===== config.mk =====
export PLATFORM = sky130hd
export DESIGN_NAME = msdf_to_bin
export DESIGN_NICKNAME = d
export VERILOG_FILES = /design/src/rtl/msdf_to_bin.sv
export SDC_FILE = /design/constraint.sdc
export NUM_CORES = 1
export LEC_CHECK = 0
export BUFFER_PORTS_ARGS = -buffer_cell sky130_fd_sc_hd__buf_2
export CORE_ASPECT_RATIO = 0.8
export CORE_MARGIN = 3
export CORE_UTILIZATION = 64
export CTS_CLUSTER_SIZE = 14
export DETAILED_ROUTE_END_ITERATION = 16
export PLACE_DENSITY = 0.93
export RECOVER_POWER = 25
export SLEW_MARGIN = 20
export SYNTH_ARGS = -nofsm -noshare
export SYNTH_HDL_FRONTEND = slang
export SYNTH_SLANG_ARGS = --single-unit
export TNS_END_PERCENT = 5

===== constraint.sdc =====
create_clock -name clk -period 7.33 [get_ports clk]
set_clock_uncertainty 0.15 [all_clocks]
set_input_delay 1.466 -clock clk [delete_from_list [all_inputs] [get_ports clk]]
set_output_delay 1.466 -clock clk [all_outputs]
set_load 0.005 [all_outputs]

===== src/rtl/msdf_to_bin.sv =====
// msdf_to_bin: MSDF digit stream to two's-complement word converter.
// On-the-fly conversion with Q/QM registers and a one-word output stage.
module msdf_to_bin #(
    parameter int TARGET_PRECISION = 25,
    localparam int W = TARGET_PRECISION + 1
) (
    input  logic         clk,
    input  logic         rst,
    input  logic [2:0]   dataInArray_0,
    input  logic         pValidArray_0,
    output logic         readyArray_0,
    output logic [W-1:0] dataOutArray_0,
    output logic         validArray_0,
    input  logic         nReadyArray_0
);

    localparam int JW = $clog2(TARGET_PRECISION + 1);
    localparam logic [JW-1:0] J_MAX = JW'(TARGET_PRECISION);
    localparam logic [W-1:0] QM_INIT = {1'b1, {(W-1){1'b0}}};
    localparam logic [W-1:0] ONE = {{(W-1){1'b0}}, 1'b1};

    typedef enum logic {
        ACC,
        HOLD
    } state_t;

    state_t state, state_next;

    logic [W-1:0]  q, qm, q_upd, qm_upd, m;
    logic [W-1:0]  data_q;
    logic [JW-1:0] j, j_upd;
    logic [1:0]    digit;
    logic          last, take;

    assign last  = dataInArray_0[2];
    assign digit = dataInArray_0[1:0];
    assign take  = pValidArray_0 & readyArray_0;

    assign validArray_0   = (state == HOLD);
    assign dataOutArray_0 = data_q;

    // Next state and input-side ready; a held word retires when downstream is ready.
    always_comb begin
        state_next   = state;
        readyArray_0 = 1'b1;
        unique case (state)
            ACC: begin
                if (take && last) state_next = HOLD;
            end
            HOLD: begin
                readyArray_0 = nReadyArray_0;
                if (nReadyArray_0) state_next = (take && last) ? HOLD : ACC;
            end
            default: state_next = ACC;
        endcase
    end

    // State register.
    always_ff @(posedge clk) begin
        if (rst) state <= ACC;
        else     state <= state_next;
    end

    // One conversion step; digits past the converted precision leave Q/QM alone.
    always_comb begin
        m      = '0;
        q_upd  = q;
        qm_upd = qm;
        j_upd  = j;
        if (j < J_MAX) begin
            m     = ONE << (J_MAX - JW'(1) - j);
            j_upd = j + JW'(1);
            unique case (1'b1)
                (digit == 2'b01): begin
                    q_upd  = q | m;
                    qm_upd = q;
                end
                (digit == 2'b11): q_upd = qm | m;
                default:          qm_upd = qm | m;
            endcase
        end
    end

    // Converter registers and output word; a last digit publishes Q and restarts.
    always_ff @(posedge clk) begin
        if (rst) begin
            q      <= '0;
            qm     <= QM_INIT;
            j      <= '0;
            data_q <= '0;
        end else if (take) begin
            if (last) begin
                data_q <= q_upd;
                q      <= '0;
                qm     <= QM_INIT;
                j      <= '0;
            end else begin
                q  <= q_upd;
                qm <= qm_upd;
                j  <= j_upd;
            end
        end
    end

endmodule

Word level (Yosys, flattened, before mapping)
Cells that the tools add are included.
{"block": "op_classes", "muxes": 12, "magnitude_cmp": 1, "n_shift": 1, "n_eq_ne": 3, "bitwise": 4, "n_reduce_logical": 5, "addsub": 2}
{"op": "$mux 26", "count": 4}
{"op": "$pmux 26 s2", "count": 2}
{"op": "$or 26x26->26", "count": 2}
{"op": "$shl 1x5->26 const A", "count": 1}
{"op": "$mux 5", "count": 2}
{"op": "$add 5x1->5 const B", "count": 1}
{"op": "$lt 5x5->1 const B", "count": 1}
{"op": "$sub 5x5->5 const A", "count": 1}
{"op": "$reduce_and 2->1", "count": 2}
{"op": "$mux 1", "count": 3}
{"op": "$reduce_and 3->1", "count": 1}
{"op": "$eq 2x1->1 const B", "count": 1}
{"op": "$eq 2x2->1 const B", "count": 1}
{"op": "$ne 2x2->1 const B", "count": 1}
{"op": "$pmux 1 s2", "count": 1}
{"op": "$reduce_bool 2->1", "count": 1}
{"op": "$and 1x1->1", "count": 1}
{"op": "$logic_and 1x1->1", "count": 1}
{"op": "$not 1->1", "count": 1}
{"block": "totals", "out_inout_bits": 28, "register_bits": 84, "input_bits": 7}

Logic depth before layout (Yosys ltp)
{"block": "depth", "depth_word": 6, "mapped_depth": 8, "mapped_depth_nobuf": 7}

Worst setup path before layout
OpenSTA, ideal clock, no wires.
{"block": "synth_path", "path_kind": "input to output", "from": "input port nReadyArray_0", "to": "output port readyArray_0", "t_required_ns": 5.714, "slack_ns": 3.982, "t_arrival_ns": 1.732, "stages": 2, "cell_sequence": "nand2b_1 > buf_2"}
{"block": "synth_between", "elab_chain_cells": 1}
{"element": "from (decl)", "line_no": "14", "text": "input logic nReadyArray_0"}
{"element": "$mux 1", "line_no": "46", "text": "unique case (state)"}
{"element": "to (decl)", "line_no": "11", "text": "output logic readyArray_0,"}
No other way between the ends.

Worst setup path in the final report
Same ends and word-level chain as after synthesis.

==> summary.txt <==
Cells and area
  – P&R area growth vs syn: 8.16%
  – Share of cells above drive strength 1: 12.1%
  – Antenna fix cells: 0
  – Number of fill cells in the layout: 475
  – Finished Core Util: 72.3%
  – Nets: 497

Logic synthesis
  – Mapped Area: 3970 sq um
  – Number of synthesized flops with an enable pin: 0
  – Dominant cells by area after synthesis: dfxtp_1 42%, nand2_1 8.0%, o21ai_0 6.8%
  – Post-synth cell types: 59
  – Synth cell count leaders: 85 x nand2_1, 84 x dfxtp_1, 54 x o21ai_0, 33 x nor2_1, 27 x clkbuf_1
  – Mean cell area of the mapped netlist: 8.43 sq um
  – Gate Count Post-Synth: 471
  – Largest area contributor in the netlist: dfxtp_1
  – FF+latch count, synth: 84
  – Async SR Flop Fraction: 0%
  – Ys Warns: 0
  – Sequential area share after synthesis: 42.3%
  – Main synth FF type: dfxtp_1
  – Top-count cell post-synth: nand2_1
  – Synth top area share: 42.3%
  – Post-synth net total: 484

CTS
  – Max Buffers Root-to-Sink: 2
  – CTS tree: done
  – Setup Fix Bufs, Post-CTS: 0
  – Clk slew on worst S/H paths: 0.08 ns
  – Worst skew pair latency: 0.37 ns
  – Clock root cell: clkbuf_8
  – Num Clock Sinks: 84
  – Cts bufs inserted: 9
  – Post-CTS sizing: 0
  – H-tree Lvls: 3
  – Hold buffer count at cts: 0

Global route
  – Antenna violations before repair: 0
  – M2 GR Usage: 47.7%
  – Congestion Overflow GR: 0
  – Largest net degree at the start of global routing: 31
  – GRT Util Overall: 30.0%
  – GR Util met1: 36.4%
  – Global-route wire length before repair: 17.0 mm
  – Vias in the first global route: 3500
  – GRT met3 Usage: 9.18%
  – Global route hottest layer: met2

Routing
  – Routed len/inst: 18.3 microns
  – DR vias/cell: 6.75
  – Initial DRC count: 439
  – DRC violations left: 0
  – Drt total wl: 10.4 mm
  – Routed Antenna Nets: 0
  – 1st-pass router iterations: 6
  – Vias: 3848

STA
  – Pins Over Slew Limit: 0
  – Fin Setup TNS: 0 ns
  – Setup ws final: 3.70 ns
  – Final setup viols: 0
  – Worst Tran Pin Value: 0.858 ns
  – Final cycle utilization of the critical path: 49.6%
  – Tmin final: 3.63 ns
  – FMAX: 275 MHz
  – Rel. slew slack: 42.7%
  – Unrepaired setup endpoints after global routing: no
  – Worst hold margin: 0.291 ns
  – Final hold vios: 0

Setup path
  – Top cell by count, worst path: buf_2
  – Slowest-stage cell, CP: nand2b_1
  – Critical-path cell list: buf_2, nand2b_1, buf_2
  – Crit-path max FO: 10
  – RR Startpoint: j[0]$_SDFFE_PP0P_
  – Flop2flop setup slack: 4.26 ns
  – Critical Path End Type: output port
  – Critical Path AT: 2.02 ns
  – Crit path launch type: input port
  – Crit Path Class: in2out
  – CP max stage delay: 0.26 ns
  – Critical Path Source: nReadyArray_0
  – Critical Path RT: 5.71 ns

Placement
  – Worst slack at placement: 3.42 ns
  – GP Congestion: 0.877
  – HPWL after detailed placement: 6.97 mm
  – Buffers on Ports: 34

Pwr
  – P_leak: 1.60 nW
  – Total Power: 0.857 mW
  – Peak VDD IR: 0.000169 V
  – P per Cell Area: 200 nW/um^2

Die
  – Ports: 35
  – Die area: 7190 sq um
  – Die Wd: 94.1 microns
  – Row count: 25
  – CORE AREA: 5940 sq um
  – Initial Util: 66.8%
  – Die Y: 76.5 microns

Worst hold path
  – Hold Startpoint: dataOutArray_0[14]$_SDFFE_PP0P_
  – Hold/Removal Path Class: reg2reg

Run status
  – Status: complete, no violations

Run
  – Max cap viols: 0
==> layout by cell type, fill, tap and decap left out, types with 5 or more instances in the layout <==
cell type  count
a21oi_1       16
o221ai_1       8
nor3_1         6
o32a_1         6
mux2i_1        6
dfxtp_1       84
nand2_1       85
a32o_1        12
a2bb2oi_1      5
clkbuf_1       8
o21ai_0       54
a32oi_1       10
a22oi_1       21
buf_2         26
nor2_1        32
nand3_1       10
or3_1          6
ha_1           6
clkbuf_8       9
==> final timing paths <==
check                                    endpoint  depth (start not counted)
setup reg to reg  dataOutArray_0[20]$_SDFFE_PP0P_                          5
hold / removal    dataOutArray_0[14]$_SDFFE_PP0P_                          2
hold reg to reg   dataOutArray_0[14]$_SDFFE_PP0P_                          2
setup / recovery                     readyArray_0                          3
==> logic make-up after synthesis <==
family | count (synthesis) | share of synthesized area (%)
mux | 8 | 2.36
flops | 84 | 42.3
xor+xnor | 1 | 0.221
buf+inv | 39 | 4.00
compound gates | 168 | 30.4
fa+ha+maj | 6 | 1.89
simple gates | 165 | 18.8
==> cell type report <==
type / count / area (sq um) / share of cell area (%)
Inverter: 3 / 11.3 / 0.262
Clock inverter: 7 / 50.0 / 1.17
Tap cell: 81 / 101 / 2.36
Sequential cell: 84 / 1680 / 39.1
Clock buffer: 9 / 124 / 2.88
Timing Repair Buffer: 38 / 190 / 4.43
Multi-Input combinational cell: 348 / 2140 / 49.8
==> layer usage <==
layer | wire, microns | share of wire, % | vias to the layer above
met3 | 1100 | 11 | 34
met1 | 4150 | 40 | 1793
met2 | 4910 | 47 | 238
met4 | 274 | 2.6 | 0
li1 | - | - | 1783
met5 | 0 | 0 | -
==> sequential cells by signal, indices dropped and copies added, names as in the netlist <==
signal          count
validArray_0        1
q                  26
qm                 26
dataOutArray_0     26
j                   5
==> worst max-delay path: cells and delay by family <==
kind                   cells  cell delay (ns)
buffers and inverters      2             0.29
AND/OR/NAND/NOR            1             0.26
==> through the flow <==
step           cells  cell area [sq um]
2_1_floorplan    471               3970
3_3_place_gp     554               4130
3_5_place_dp     554               4130
4_1_cts          570               4300
5_1_grt          570               4300
6_report         570               4300
==> power breakdown <==
group	leakage, nW	internal [mW]	switching, mW
clock	0.0937	0.125	0.177
sequential	0.678	0.462	0.00620
combinational	0.829	0.0268	0.0604
Power figures use the tool's default switching activity.
